**src/rtl/mem_stage.sv**
```systemverilog
// Byte-serial MEM stage: loads/stores move one byte per acknowledged request
// over an 8-bit port. Optional macro MEM_ALIGN_CHECK_EN rejects misaligned half/word accesses.
module mem_stage #(
  parameter int ADDR_W = 32
) (
  input  logic              clk,
  input  logic              rst,
  input  logic [4:0]        in_wd,
  input  logic              in_wreg,
  input  logic [31:0]       in_wdata,
  input  logic [3:0]        in_memop,
  input  logic              in_store,
  input  logic [ADDR_W-1:0] in_addr,
  input  logic [31:0]       in_sdata,
  output logic              mem_req,
  output logic              mem_we,
  output logic [ADDR_W-1:0] mem_a,
  output logic [7:0]        mem_dout,
  input  logic [7:0]        mem_din,
  input  logic              mem_ack,
  output logic [4:0]        wb_wd,
  output logic              wb_wreg,
  output logic [31:0]       wb_wdata,
  output logic              stall_req,
  output logic              misalign
);

  typedef enum logic [1:0] {IDLE, XFER, DONE} state_t;

  typedef struct packed {
    logic              req;
    logic              we;
    logic [ADDR_W-1:0] a;
    logic [7:0]        dout;
  } mreq_t;

  typedef struct packed {
    logic [4:0]  wd;
    logic        wreg;
    logic [31:0] wdata;
  } wb_t;

  state_t      state, state_nxt;
  logic [1:0]  cnt, cnt_nxt;
  logic [31:0] lbuf, lbuf_nxt;

  logic        is_mem;
  logic [2:0]  f3;
  logic        supported;
  logic        misaligned;
  logic        go;
  logic [1:0]  last;
  mreq_t       mreq;
  wb_t         wb;
  logic        stall;
  logic        mis_flag;

  assign is_mem = in_memop[3];
  assign f3     = in_memop[2:0];

  always_comb begin
    case (f3)
      3'b000, 3'b001, 3'b010, 3'b100, 3'b101: supported = 1'b1;
      default:                                supported = 1'b0;
    endcase
  end

  // index of the final byte: 0 for byte, 1 for half, 3 for word
  always_comb begin
    case (f3[1:0])
      2'b00:   last = 2'd0;
      2'b01:   last = 2'd1;
      default: last = 2'd3;
    endcase
  end

`ifdef MEM_ALIGN_CHECK_EN
  assign misaligned = is_mem && supported &&
                      ((f3[1:0] == 2'b01 && in_addr[0]) ||
                       (f3[1:0] == 2'b10 && in_addr[1:0] != 2'b00));
`else
  assign misaligned = 1'b0;
`endif

  assign go = is_mem && supported && !misaligned;

  function automatic logic [31:0] extend(input logic [2:0] f, input logic [31:0] b);
    case (f)
      3'b000:  return {{24{b[7]}}, b[7:0]};
      3'b001:  return {{16{b[15]}}, b[15:0]};
      3'b100:  return {24'b0, b[7:0]};
      3'b101:  return {16'b0, b[15:0]};
      default: return b;
    endcase
  endfunction

  always_ff @(posedge clk) begin
    if (rst) begin
      state <= IDLE;
      cnt   <= 2'd0;
      lbuf  <= 32'd0;
    end else begin
      state <= state_nxt;
      cnt   <= cnt_nxt;
      lbuf  <= lbuf_nxt;
    end
  end

  always_comb begin
    state_nxt = state;
    cnt_nxt   = cnt;
    lbuf_nxt  = lbuf;
    mreq      = '0;
    wb.wd     = in_wd;
    wb.wreg   = 1'b0;
    wb.wdata  = in_wdata;
    stall     = 1'b0;
    mis_flag  = 1'b0;
    case (state)
      IDLE: begin
        // any memory-class op (valid, unsupported or rejected) suppresses write-back here
        wb.wreg  = in_wreg && !is_mem;
        mis_flag = misaligned;
        if (go) begin
          stall     = 1'b1;
          state_nxt = XFER;
          cnt_nxt   = 2'd0;
        end
      end
      XFER: begin
        stall     = 1'b1;
        mreq.req  = 1'b1;
        mreq.we   = in_store;
        mreq.a    = in_addr + ADDR_W'(cnt);
        mreq.dout = in_sdata[{cnt, 3'b000} +: 8];
        if (mem_ack) begin
          if (!in_store) lbuf_nxt[{cnt, 3'b000} +: 8] = mem_din;
          if (cnt == last) begin
            state_nxt = DONE;
            cnt_nxt   = 2'd0;
          end else begin
            cnt_nxt   = cnt + 2'd1;
          end
        end
      end
      DONE: begin
        state_nxt = IDLE;
        if (!in_store) begin
          wb.wreg  = in_wreg;
          wb.wdata = extend(f3, lbuf);
        end
      end
      default: state_nxt = IDLE;
    endcase
  end

  // reset blanks every output combinationally, including the in-flight request
  assign mem_req   = !rst && mreq.req;
  assign mem_we    = !rst && mreq.we;
  assign mem_a     = rst ? '0 : mreq.a;
  assign mem_dout  = rst ? '0 : mreq.dout;
  assign wb_wd     = rst ? '0 : wb.wd;
  assign wb_wreg   = !rst && wb.wreg;
  assign wb_wdata  = rst ? '0 : wb.wdata;
  assign stall_req = !rst && stall;
  assign misalign  = !rst && mis_flag;

endmodule

```
**config.mk**
```make
export PLATFORM = sky130hd
export DESIGN_NAME = mem_stage
export DESIGN_NICKNAME = d
export VERILOG_FILES = /design/src/rtl/mem_stage.sv
export SDC_FILE = /design/constraint.sdc
export NUM_CORES = 1
export LEC_CHECK = 0
export CAP_MARGIN = 20
export CELL_PAD_IN_SITES_DETAIL_PLACEMENT = 1
export CELL_PAD_IN_SITES_GLOBAL_PLACEMENT = 1
export CORE_ASPECT_RATIO = 1.75
export CORE_UTILIZATION = 25
export CTS_CLUSTER_DIAMETER = 120
export CTS_CLUSTER_SIZE = 12
export DETAILED_ROUTE_END_ITERATION = 6
export MAX_ROUTING_LAYER = met4
export PLACE_DENSITY = 0.85
export SYNTH_ARGS = -nofsm -noshare
export SYNTH_HDL_FRONTEND = slang
export SYNTH_SLANG_ARGS = --single-unit
```
**constraint.sdc**
```tcl
create_clock -name clk -period 3 [get_ports clk]
set_clock_uncertainty 0.2 [all_clocks]
set_input_delay 0.45 -clock clk [delete_from_list [all_inputs] [get_ports clk]]
set_output_delay 0.45 -clock clk [all_outputs]
set_load 0.02 [all_outputs]
```
==> metrics <==
top-area cell type share of the netlist area=21.6%; Final ANT Viol Nets=0; Worst path most repeated cell=or4_4; Final Hold Fails=0; Netlist Area Pre-Place=3340 um2; Pleak=about 0.0026 uW; CTS buffer count=5; port bufs=198; # DRC=0; share of flip-flops with an asynchronous set or reset=0%; Finished Cell Area=between 6000 and 7000 um2; compound-gate portion of the synthesized area=approximately a fifth; Netlist cell types=between 40 and 50; register area share after synthesis=21.6%; cell with the most instances after synthesis=nand2_1; slowest stage delay, CP=~480 ps; worst hold slack=248 ps; Slowest-stage cell, CP=or4_4; Root Buffer=clkbuf_16; PnR Total Power=1650 uW; worst min-delay path class=flip-flop to flip-flop; crit-path max FO=4; post-synth top area cell=dfxtp_1; H-tree depth=2; worst-case reg-to-reg path depth=7; multiplexer area fraction after synthesis=about 6.6%; CTS tree=done; Initial Util=between 20% and 30%; Top FF cell, synth=dfxtp_1; switching pwr=~520 uW; top post-synthesis cells by area=dfxtp_1, a21oi_1, nand2_1; Sw Share=between 30 and 40%; Core Footprint=13000 um2; global route overflow=0; DR iter-0 viols=101; total number of vias=about 4800; Vias per Instance=around 5.3; share of post-route cells with drive strength above 1=about 25%; Max clock buf depth=2; Post-Place Worst Slack=-1080 ps; dpl cells=between 800 and 900; RR Endpoint=lbuf[1]$_SDFFE_PP0P_; adder-cell share of the synthesized area=under 10%; failing checks=negative setup slack; synthesized instance count=492; Layout area overhead=92.2%; Die Height=roughly 150 um; num ports=200; Die ar.=between 10000 and 15000 um2; xor/xnor share of the synthesized area=approximately 2.4%; Hold Startpoint=lbuf[19]$_SDFFE_PP0P_; main combinational cell family by area after synthesis=simple AND/OR/NAND/NOR gates; CP endpoint kind=primary output; smallest setup slack after layout=-60.8 ps; Post-Route WL=approximately 19000 um; WP buf/inv=2; Worst-Skew Late Latency=just under 300 ps; r2r startpoint=cnt[0]$_SDFFE_PP0P_; initial antenna violation count=4; CP delay by family, top=simple AND/OR/NAND/NOR gates; CP Cell Sequence=ha_4, a21oi_4, or4_4, buf_4, or4_4, a21oi_2, buf_6; Routed WL per cell=about 21 um; Post-synth EDFFs=0; Crit Path Category=flip-flop to primary output; CP Launch Type=flip-flop; fin. max-slew vios=0; synthesized flop and latch total=36; detailed placement HPWL=between 10000 and 15000 um; Commonest cells post-synth=nand2_1, a21oi_1, nand3_1, dfxtp_1, clkbuf_1; Rows=55; GRT Total Usage=a little over a quarter; Syn Nets=around 620; clk sinks=36; clock network power share=about a third; outcome=complete, but fails checks; final period utilization=102%; RSZ-0062 raised after global routing=true; non-filler cells, final=between 900 and 1000; vias in the first global route=approximately 5400; setup violators final=11; Die Width=89.4 um; Pint=1140 uW; WP depth=7; maximum vdd drop=about 0.25 mV; clock slew at reported path FFs=about 60 ps; GPL Wtd Cong=about 0.9; fmax=roughly 330 MHz; cts hold-fix bufs=0; Combinational Power Share=between 30% and 40%; placed inst area=a little under 6000 um2; FF-to-FF setup slack=roughly 760 ps; max-cap violation count=0; YS warnings=0; WP data arrival=about 2400 ps; largest net degree at the start of global routing=75; pwr/cell area=roughly 260 nW/um2; Synth Area in Simple Gates=about two fifths; Req. time, crit path=approximately 2400 ps; synthesized area per cell=a little under 7 um2; Detailed Routing Iterations Pass 1=6; CP endpoint=mem_a[23]; global-route wire length before repair=roughly 27000 um; Final Critical Period=3060 ps; Final nets=863; sequential share of power=~30%; CP startpoint=cnt[1]$_SDFFE_PP0P_
how the worst min path moves through the flow:
stage,end,slack (ps),cells past startpoint
floorplan,lbuf[16]$_SDFFE_PP0P_,230,2
global placement,lbuf[25]$_SDFFE_PP0P_,240,2
detailed placement,lbuf[19]$_SDFFE_PP0P_,250,2
CTS,lbuf[19]$_SDFFE_PP0P_,250,2
global route,lbuf[19]$_SDFFE_PP0P_,270,2
finish,lbuf[19]$_SDFFE_PP0P_,250,2
worst min-delay path, stage by stage, from the launching register on:
cell	delay (ps)
dfxtp_1	300
nand2_1	50
a21oi_1	50
repair_timing:
item / 4_1_cts / 5_1_grt
setup buffers: 12 / 1
setup endpoints to repair: 62 / 25
gates resized for setup: 221 / 53
hold endpoints to repair: 0 / 0
pin swaps: 34 / 14
through the flow:
step | utilization (%) | TNS [ps]
6_report | 49.4 | -308
5_1_grt | 49.4 | -975
4_1_cts | 48.1 | -559
3_5_place_dp | 45.3 | -22610
3_3_place_gp | 45.3 | -20050
2_1_floorplan | - | 0
layer usage:
layer	vias to the layer above	global-route usage, %	routed length, um
met4	0	15.8	975
met3	61	6.37	1390
met5	-	-	0
li1	2255	-	-
met2	196	50.9	10500
met1	2330	21.7	6060
sequential cells by signal, indices dropped and copies added (netlist names):
name and flops:
lbuf 32, cnt 2, state 2
final cells by class:
class | instances | area [um2]
antenna | 4 | 10.0
clock buffer | 7 | 153
fill | 1575 | 6590
inverter | 7 | 26.3
multi-input combinational | 413 | 2760
sequential | 36 | 726
tap | 171 | 214
timing repair buffer | 274 | 2530
cells in the final DEF (no fill, tap or decap), types with 5 or more instances in the layout:
| cell type | synthesis | routed |
|---|---|---|
| and2_1 | 7 | 7 |
| buf_4 | 1 | 75 |
| mux4_2 | 8 | 8 |
| a21oi_4 | 0 | 6 |
| nand3_1 | 56 | 55 |
| nor2b_1 | 17 | 17 |
| dlygate4sd2_1 | 0 | 49 |
| a21oi_2 | 0 | 12 |
| dlymetal6s2s_1 | 0 | 9 |
| or4_4 | 2 | 14 |
| nand2_1 | 90 | 88 |
| clkdlybuf4s50_1 | 0 | 108 |
| nand2b_1 | 18 | 18 |
| clkbuf_16 | 0 | 5 |
| inv_1 | 6 | 6 |
| buf_6 | 2 | 16 |
| a211oi_1 | 8 | 8 |
| xnor2_1 | 7 | 7 |
| nor2_1 | 21 | 20 |
| o31ai_2 | 0 | 5 |
| o21ai_1 | 6 | 6 |
| clkbuf_2 | 0 | 5 |
| clkdlybuf4s15_1 | 0 | 5 |
| dfxtp_1 | 36 | 34 |
| ha_1 | 7 | 5 |
| nand4_1 | 8 | 8 |
| or3_1 | 9 | 5 |
| a21oi_1 | 81 | 63 |
power by group through the flow:
stage	clock network [uW]	registers, uW	logic (uW)
6_report	545	491	617
5_1_grt	566	491	656
4_1_cts	546	491	594
3_5_place_dp	0	501	609
3_3_place_gp	0	501	589
2_1_floorplan	0	498	232
logic make-up (layout without fill, tap and decap cells):
group	count (synthesis)	after routing
AO/OA/AOI/OAI	115	115
flip-flops	36	36
XOR/XNOR	9	9
multiplexers	12	12
other	1	5
AND/OR/NAND/NOR	268	268
adder cells (fa/ha/maj)	8	8
buffers and inverters	43	288
No activity file was read; power rests on OpenSTA's default activity.
